$ cat config.mk
export PLATFORM = sky130hd
export DESIGN_NAME = alu16_issue_ctrl
export DESIGN_NICKNAME = d
export VERILOG_FILES = /design/src/rtl/alu16_pkg.sv /design/src/rtl/alu_16.sv /design/src/rtl/alu16_issue_ctrl.sv
export SDC_FILE = /design/constraint.sdc
export NUM_CORES = 1
export LEC_CHECK = 0
export BUFFER_PORTS_ARGS = -buffer_cell sky130_fd_sc_hd__buf_2
export CAP_MARGIN = 20
export CORE_UTILIZATION = 40
export DETAILED_ROUTE_END_ITERATION = 6
export GPL_TIMING_DRIVEN = 0
export SKIP_LAST_GASP = 1
export SLEW_MARGIN = 30
export SYNTH_ARGS = -nofsm -noshare
export SYNTH_HDL_FRONTEND = slang
export SYNTH_HIERARCHICAL = 1
export SYNTH_SLANG_ARGS = --single-unit
$ cat constraint.sdc
create_clock -name clk -period 9.8 [get_ports clk]
set_clock_uncertainty 0.15 [all_clocks]
set_input_delay 0 -clock clk [delete_from_list [all_inputs] [get_ports clk]]
set_output_delay 0 -clock clk [all_outputs]
set_load 0.02 [all_outputs]
$ cat src/rtl/alu16_pkg.sv
// Shared definitions for the 16-bit ALU and its sequential issue front end:
// ALU opcodes, the multiply request code, FSM states and status flag layout.
package alu16_pkg;

  // ALU opcodes on c[2:0]. The adder carry-in is c[1]^c[0], so SUB and INC
  // inject a 1 while ADD and DEC do not.
  localparam logic [2:0] ALU_ADD = 3'b000;  // a + b
  localparam logic [2:0] ALU_SUB = 3'b001;  // a - b  (a + ~b + 1)
  localparam logic [2:0] ALU_INC = 3'b010;  // a + 1  (a + 0 + 1)
  localparam logic [2:0] ALU_DEC = 3'b011;  // a - 1  (a + 0xFFFF + 0)
  localparam logic [2:0] ALU_AND = 3'b100;  // a & b
  localparam logic [2:0] ALU_OR  = 3'b101;  // a | b
  localparam logic [2:0] ALU_XOR = 3'b110;  // a ^ b
  localparam logic [2:0] ALU_NOT = 3'b111;  // ~a

  // Request opcode that selects the iterative multiply.
  localparam logic [3:0] OP_MUL = 4'd8;

  // Shift-add iterations needed for a 16x16 -> low-16 product.
  localparam int MUL_STEPS = 16;

  // Bit positions inside the {V, N, Z} flag vector.
  localparam int FLAG_Z = 0;
  localparam int FLAG_N = 1;
  localparam int FLAG_V = 2;

  typedef enum logic [1:0] {
    ST_IDLE = 2'd0,
    ST_EXEC = 2'd1,
    ST_MUL  = 2'd2,
    ST_RESP = 2'd3
  } alu16_state_e;

  // Opcodes 0..7 always run on the ALU; 8 runs only when multiply is built in.
  function automatic logic op_is_legal(input logic [3:0] op, input logic mul_en);
    return (op[3] == 1'b0) || ((op == OP_MUL) && mul_en);
  endfunction

  // Pack a result and its overflow bit into the {V, N, Z} flag vector.
  function automatic logic [2:0] status_flags(input logic [15:0] y, input logic v);
    logic [2:0] f;
    f         = '0;
    f[FLAG_V] = v;
    f[FLAG_N] = y[15];
    f[FLAG_Z] = (y == 16'h0000);
    return f;
  endfunction

endpackage

$ cat src/rtl/alu_16.sv
// ALU_16: combinational 16-bit ripple-carry ALU. Arithmetic ops share one
// adder whose B input and carry-in are steered by the opcode.
module alu_16
  import alu16_pkg::*;
(
  input  logic [15:0] a,
  input  logic [15:0] b,
  input  logic [2:0]  c,
  output logic [15:0] y
);

  logic [15:0] b_eff;
  logic        cin;
  logic [15:0] sum;
  logic        carry;

  // Steer the adder B operand and carry-in from the opcode.
  always_comb begin
    cin = c[1] ^ c[0];
    case (c)
      ALU_SUB: b_eff = ~b;
      ALU_INC: b_eff = 16'h0000;
      ALU_DEC: b_eff = 16'hFFFF;
      default: b_eff = b;
    endcase
  end

  // Ripple-carry adder, one full adder per bit; carry out of bit 15 is dropped.
  always_comb begin
    sum   = '0;
    carry = cin;
    for (int i = 0; i < 16; i++) begin
      sum[i] = a[i] ^ b_eff[i] ^ carry;
      carry  = (a[i] & b_eff[i]) | (carry & (a[i] ^ b_eff[i]));
    end
  end

  // Final result select: logic ops bypass the adder.
  always_comb begin
    case (c)
      ALU_AND: y = a & b;
      ALU_OR:  y = a | b;
      ALU_XOR: y = a ^ b;
      ALU_NOT: y = ~a;
      default: y = sum;
    endcase
  end

endmodule

$ cat src/rtl/alu16_issue_ctrl.sv
// Sequential issue front end for the 16-bit ALU. Takes one request at a time,
// runs it on the ALU (one pass, or sixteen shift-add passes for multiply),
// then holds the registered response until the consumer takes it.
//
// Handshakes: a transfer happens on a rising edge where valid && ready are
// both high. The request side is ready only while idle and is never queued;
// the response side holds rsp_y/rsp_flags/rsp_err stable while rsp_valid is
// high and rsp_ready is low.
module alu16_issue_ctrl
  import alu16_pkg::*;
#(
  parameter bit MUL_EN = 1'b1
) (
  input  logic        clk,
  input  logic        rst_n,
  input  logic        req_valid,
  output logic        req_ready,
  input  logic [3:0]  req_op,
  input  logic [15:0] req_a,
  input  logic [15:0] req_b,
  output logic        rsp_valid,
  input  logic        rsp_ready,
  output logic [15:0] rsp_y,
  output logic [2:0]  rsp_flags,
  output logic        rsp_err,
  output logic        busy
);

  alu16_state_e state, state_d;

  // a_reg/b_reg hold the operands; during multiply they double as the
  // shifting multiplicand (a_reg) and multiplier (b_reg).
  logic [2:0]  op_reg;
  logic [15:0] a_reg;
  logic [15:0] b_reg;
  logic [15:0] acc;
  logic [3:0]  cnt;
  logic [15:0] y_reg;
  logic [2:0]  flags_reg;
  logic        err_reg;

  logic [15:0] alu_a;
  logic [15:0] alu_b;
  logic [2:0]  alu_c;
  logic [15:0] alu_y;
  logic        req_legal;
  logic        mul_last;
  logic        exec_v;

  assign req_legal = op_is_legal(req_op, MUL_EN);
  assign mul_last  = (cnt == 4'(MUL_STEPS - 1));

  alu_16 u_alu_16 (
    .a (alu_a),
    .b (alu_b),
    .c (alu_c),
    .y (alu_y)
  );

  // Next-state logic, handshake outputs and ALU input steering.
  always_comb begin
    state_d   = state;
    req_ready = 1'b0;
    rsp_valid = 1'b0;
    busy      = 1'b1;
    alu_a     = a_reg;
    alu_b     = b_reg;
    alu_c     = op_reg;
    case (state)
      ST_IDLE: begin
        busy      = 1'b0;
        req_ready = rst_n;
        if (req_valid) begin
          if (!req_legal)            state_d = ST_RESP;
          else if (req_op == OP_MUL) state_d = ST_MUL;
          else                       state_d = ST_EXEC;
        end
      end
      ST_EXEC: begin
        state_d = ST_RESP;
      end
      ST_MUL: begin
        alu_a = acc;
        alu_b = b_reg[0] ? a_reg : 16'h0000;
        alu_c = ALU_ADD;
        if (mul_last) state_d = ST_RESP;
      end
      ST_RESP: begin
        rsp_valid = 1'b1;
        if (rsp_ready) state_d = ST_IDLE;
      end
      default: state_d = ST_IDLE;
    endcase
  end

  // Signed overflow applies only to ADD and SUB; other ops report V=0.
  always_comb begin
    exec_v = 1'b0;
    if (op_reg == ALU_ADD)
      exec_v = (a_reg[15] == b_reg[15]) && (alu_y[15] != a_reg[15]);
    else if (op_reg == ALU_SUB)
      exec_v = (a_reg[15] != b_reg[15]) && (alu_y[15] != a_reg[15]);
  end

  // State register; reset discards any in-flight request or response.
  always_ff @(posedge clk or negedge rst_n) begin
    if (!rst_n) state <= ST_IDLE;
    else        state <= state_d;
  end

  // Operand capture, multiply iteration and response registers.
  always_ff @(posedge clk or negedge rst_n) begin
    if (!rst_n) begin
      op_reg    <= '0;
      a_reg     <= '0;
      b_reg     <= '0;
      acc       <= '0;
      cnt       <= '0;
      y_reg     <= '0;
      flags_reg <= '0;
      err_reg   <= 1'b0;
    end else begin
      case (state)
        ST_IDLE: begin
          if (req_valid) begin
            op_reg <= req_op[2:0];
            a_reg  <= req_a;
            b_reg  <= req_b;
            acc    <= '0;
            cnt    <= '0;
            if (!req_legal) begin
              y_reg     <= '0;
              flags_reg <= '0;
              err_reg   <= 1'b1;
            end else begin
              err_reg <= 1'b0;
            end
          end
        end
        ST_EXEC: begin
          y_reg     <= alu_y;
          flags_reg <= status_flags(alu_y, exec_v);
        end
        ST_MUL: begin
          acc   <= alu_y;
          a_reg <= a_reg << 1;
          b_reg <= b_reg >> 1;
          cnt   <= cnt + 4'd1;
          if (mul_last) begin
            y_reg     <= alu_y;
            flags_reg <= status_flags(alu_y, 1'b0);
          end
        end
        default: ;
      endcase
    end
  end

  assign rsp_y     = y_reg;
  assign rsp_flags = flags_reg;
  assign rsp_err   = err_reg;

endmodule

==> key figures <==
Synthesis
  • Post-synthesis register bit count: 77
  • Synthesized instance count: 651
  • EDFF count, synth: 0
  • Synthesized Nets: 747
  • Distinct cells, synth: 48
  • Yosys Warn Count: 6
  • Synth async-reset ratio: 1.00
  • Mapped Avg Cell Area: 8.79 sq um
  • Sequential area share after synthesis: 0.337
  • Top_reg_cell synth: dfrtp_1
  • Post-Syn Area: 0.00572 sq mm

Die
  • Row Count: 43
  • Full die area: 0.0148 sq mm
  • Top-level port count: 63
  • Die Height: 122 microns
  • CORE AREA: 0.0139 sq mm
  • Starting Density: 0.411
  • Die width: 122 microns

Critical path
  • CP required: 9.93 ns
  • Cell family with most CP delay: adder cells
  • Slowest stage delay, CP: 0.44 ns
  • Crit path max fanout: 10
  • Crit path DAT: 9.42 ns
  • Buf/Inv on CP: 12
  • Critical path startpoint category: flop
  • Most used cell, CP: fa_1
  • CP Class: flop to flop
  • Crit. End Element: flop
  • Critical path's slowest cell: fa_1

Placed design
  • Placed Area: 0.00627 sq mm
  • IO Port Bufs: 61
  • HPWL reported at the end of detailed placement: 12.4 mm
  • RD Place Congestion: 0.893

Min path
  • Hold Crit Class: primary input to async pin

STA
  • Slew @ Worst Pin: 0.814 ns
  • Final setup fails: 0
  • RSZ-0062 raised after global routing: false
  • Crit path time final: 9.29 ns
  • Fin. max-slew vios: 0
  • Final Hold Viols: 0
  • Final Cycle Share: 0.948
  • Max Fclk: 108 MHz
  • Slew headroom: 0.452

Detailed routing
  • Via count: 5298
  • WL met3: 1.17 mm
  • Post-DR vias/cell: 5.57
  • DRC viols: 0
  • Total length of routed met2 wires: 7.88 mm
  • Wire length on met1: 7.45 mm
  • DRT Pass-1 Iters: 5
  • 1st-iter DRT viols: 453
  • DR top layer: met4
  • DR WL/cell: 17.8 microns
  • Final WL: 16.9 mm
  • Routed Antenna Nets: 0

Run
  • Max-Cap Viols: 0

Global routing
  • Gr ovfl total: 0
  • Pin count of the biggest net entering global routing: 43
  • GRT Total Usage: 0.245
  • First-pass GRT wire length: 27.6 mm
  • Vias in the first global route: 5276
  • Antenna violations before repair: 0

Run status
  • Status: finished clean

Layout
  • Sequential cell area: 0.00193 sq mm
  • Finished Cell Area: 0.00713 sq mm
  • Area of the multi-input gates: 0.00335 sq mm
  • Fraction of layout cells with a size suffix above 1: 0.193
  • # nets final: 863
  • Diodes inserted: 0
  • Area added between synthesis and finish: 24.7%
  • Fillers: 1334

Clock tree
  • Clk sink count: 77
  • Cts bufs inserted: 9
  • Clock Latency Late Sink: 0.35 ns
  • Reg clk slew, reported paths: 0.06 ns
  • Root Driver: clkbuf_16
  • Clock Path Buffers: 2
  • CTS tree: yes
  • H-tree depth: 3
[Yosys cell counts (2+ instances only)]
cell type / number / area share
nand2b_1: 4 / 0.0044
o22ai_1: 2 / 0.0022
o221ai_1: 9 / 0.014
a22oi_1: 23 / 0.030
and2_1: 2 / 0.0022
a21oi_1: 46 / 0.040
mux2i_1: 19 / 0.033
o21ai_2: 2 / 0.0031
o21ai_1: 17 / 0.015
dfrtp_1: 77 / 0.34
o211ai_1: 3 / 0.0039
ha_1: 41 / 0.090
inv_1: 63 / 0.041
nor2_1: 16 / 0.010
nand3_1: 19 / 0.017
buf_6: 8 / 0.016
nor3_1: 5 / 0.0044
buf_2: 16 / 0.014
nor2b_1: 3 / 0.0033
a22o_1: 22 / 0.034
clkbuf_1: 23 / 0.015
nor4_1: 4 / 0.0044
nand2_1: 84 / 0.055
o21ai_0: 71 / 0.062
fa_1: 15 / 0.052
and3_1: 14 / 0.015
mux2_2: 19 / 0.037
a221o_1: 3 / 0.0052
o211ai_2: 2 / 0.0044
[worst paths after layout]
| check | from | endpoint | cells past startpoint | slack, ns |
|---|---|---|---|---|
| min in group clk | req_b[15] | b_reg[15] | 3 | 0.28 |
| hold reg to reg | rsp_y[4] | rsp_y[4] | 2 | 0.33 |
| max in group asynchronous | rst_n | b_reg[12] | 3 | 8.89 |
| hold / removal | rst_n | state[0] | 2 | 0.007 |
| setup reg to reg | state[0] | rsp_flags[2] | 39 | 0.51 |
| setup / recovery | state[0] | rsp_flags[2] | 39 | 0.51 |
[cell families (layout without fill, tap and decap cells)]
logic type	count (synthesis)	count (layout)	share of synthesized area
compound gates	210	210	0.235
simple gates	156	156	0.125
buf+inv	112	233	0.0881
flops	77	77	0.337
fa+ha+maj	56	56	0.142
mux	38	38	0.0706
xor+xnor	2	2	0.00306
[metrics by stage]
step,instances,hold WS [ns],setup WS (ns),util,TNS (ns)
after floorplan,651,-0.446,0.689,-,0
after global placement,892,0.0974,-0.529,0.449,-2.06
after detailed placement,893,-0.147,-0.605,0.450,-2.32
after CTS,949,0.0231,0.0622,0.507,0
after global routing,952,0.0659,0.0188,0.512,0
final,952,0.00663,0.512,0.512,0
[cells in the final DEF, fill, tap and decap left out, types with 13 or more instances in the layout]
master	netlist	routed
a21oi_1	46	46
a22o_1	22	22
a22oi_1	23	23
and3_1	14	14
buf_2	16	73
buf_6	8	13
clkbuf_1	23	20
dfrtp_1	77	77
dlygate4sd3_1	0	40
ha_1	41	39
inv_1	63	63
mux2_2	19	19
mux2i_1	19	19
nand2_1	84	84
nand3_1	19	19
nor2_1	16	16
o21ai_0	71	71
o21ai_1	17	17
[per-layer routing]
layer / global-route usage / vias to the layer above
met3: 0.0548 / 29
met5: 0 / -
met2: 0.393 / 192
met4: 0.0895 / 0
met1: 0.322 / 2572
li1: - / 2505
[timing repair]
item | CTS | global route
buffers inserted | 1 | 3
endpoints found under the hold margin | 115 | 0
pin swaps | 1 | 2
hold buffers | 40 | 0
resized for setup | 13 | 15
endpoints found under the setup margin | 7 | 7
[cell type report]
class / count / share of cell area
Buffer: 48 / 0.0417
Clock buffer: 9 / 0.0316
Clock inverter: 7 / 0.0160
Inverter: 63 / 0.0331
Multi-Input combinational cell: 462 / 0.470
Sequential cell: 77 / 0.270
Tap cell: 180 / 0.0316
Timing Repair Buffer: 106 / 0.106
Power is not shown: default switching activity piles up to over one toggle a cycle in this logic, so the estimate is an artifact.
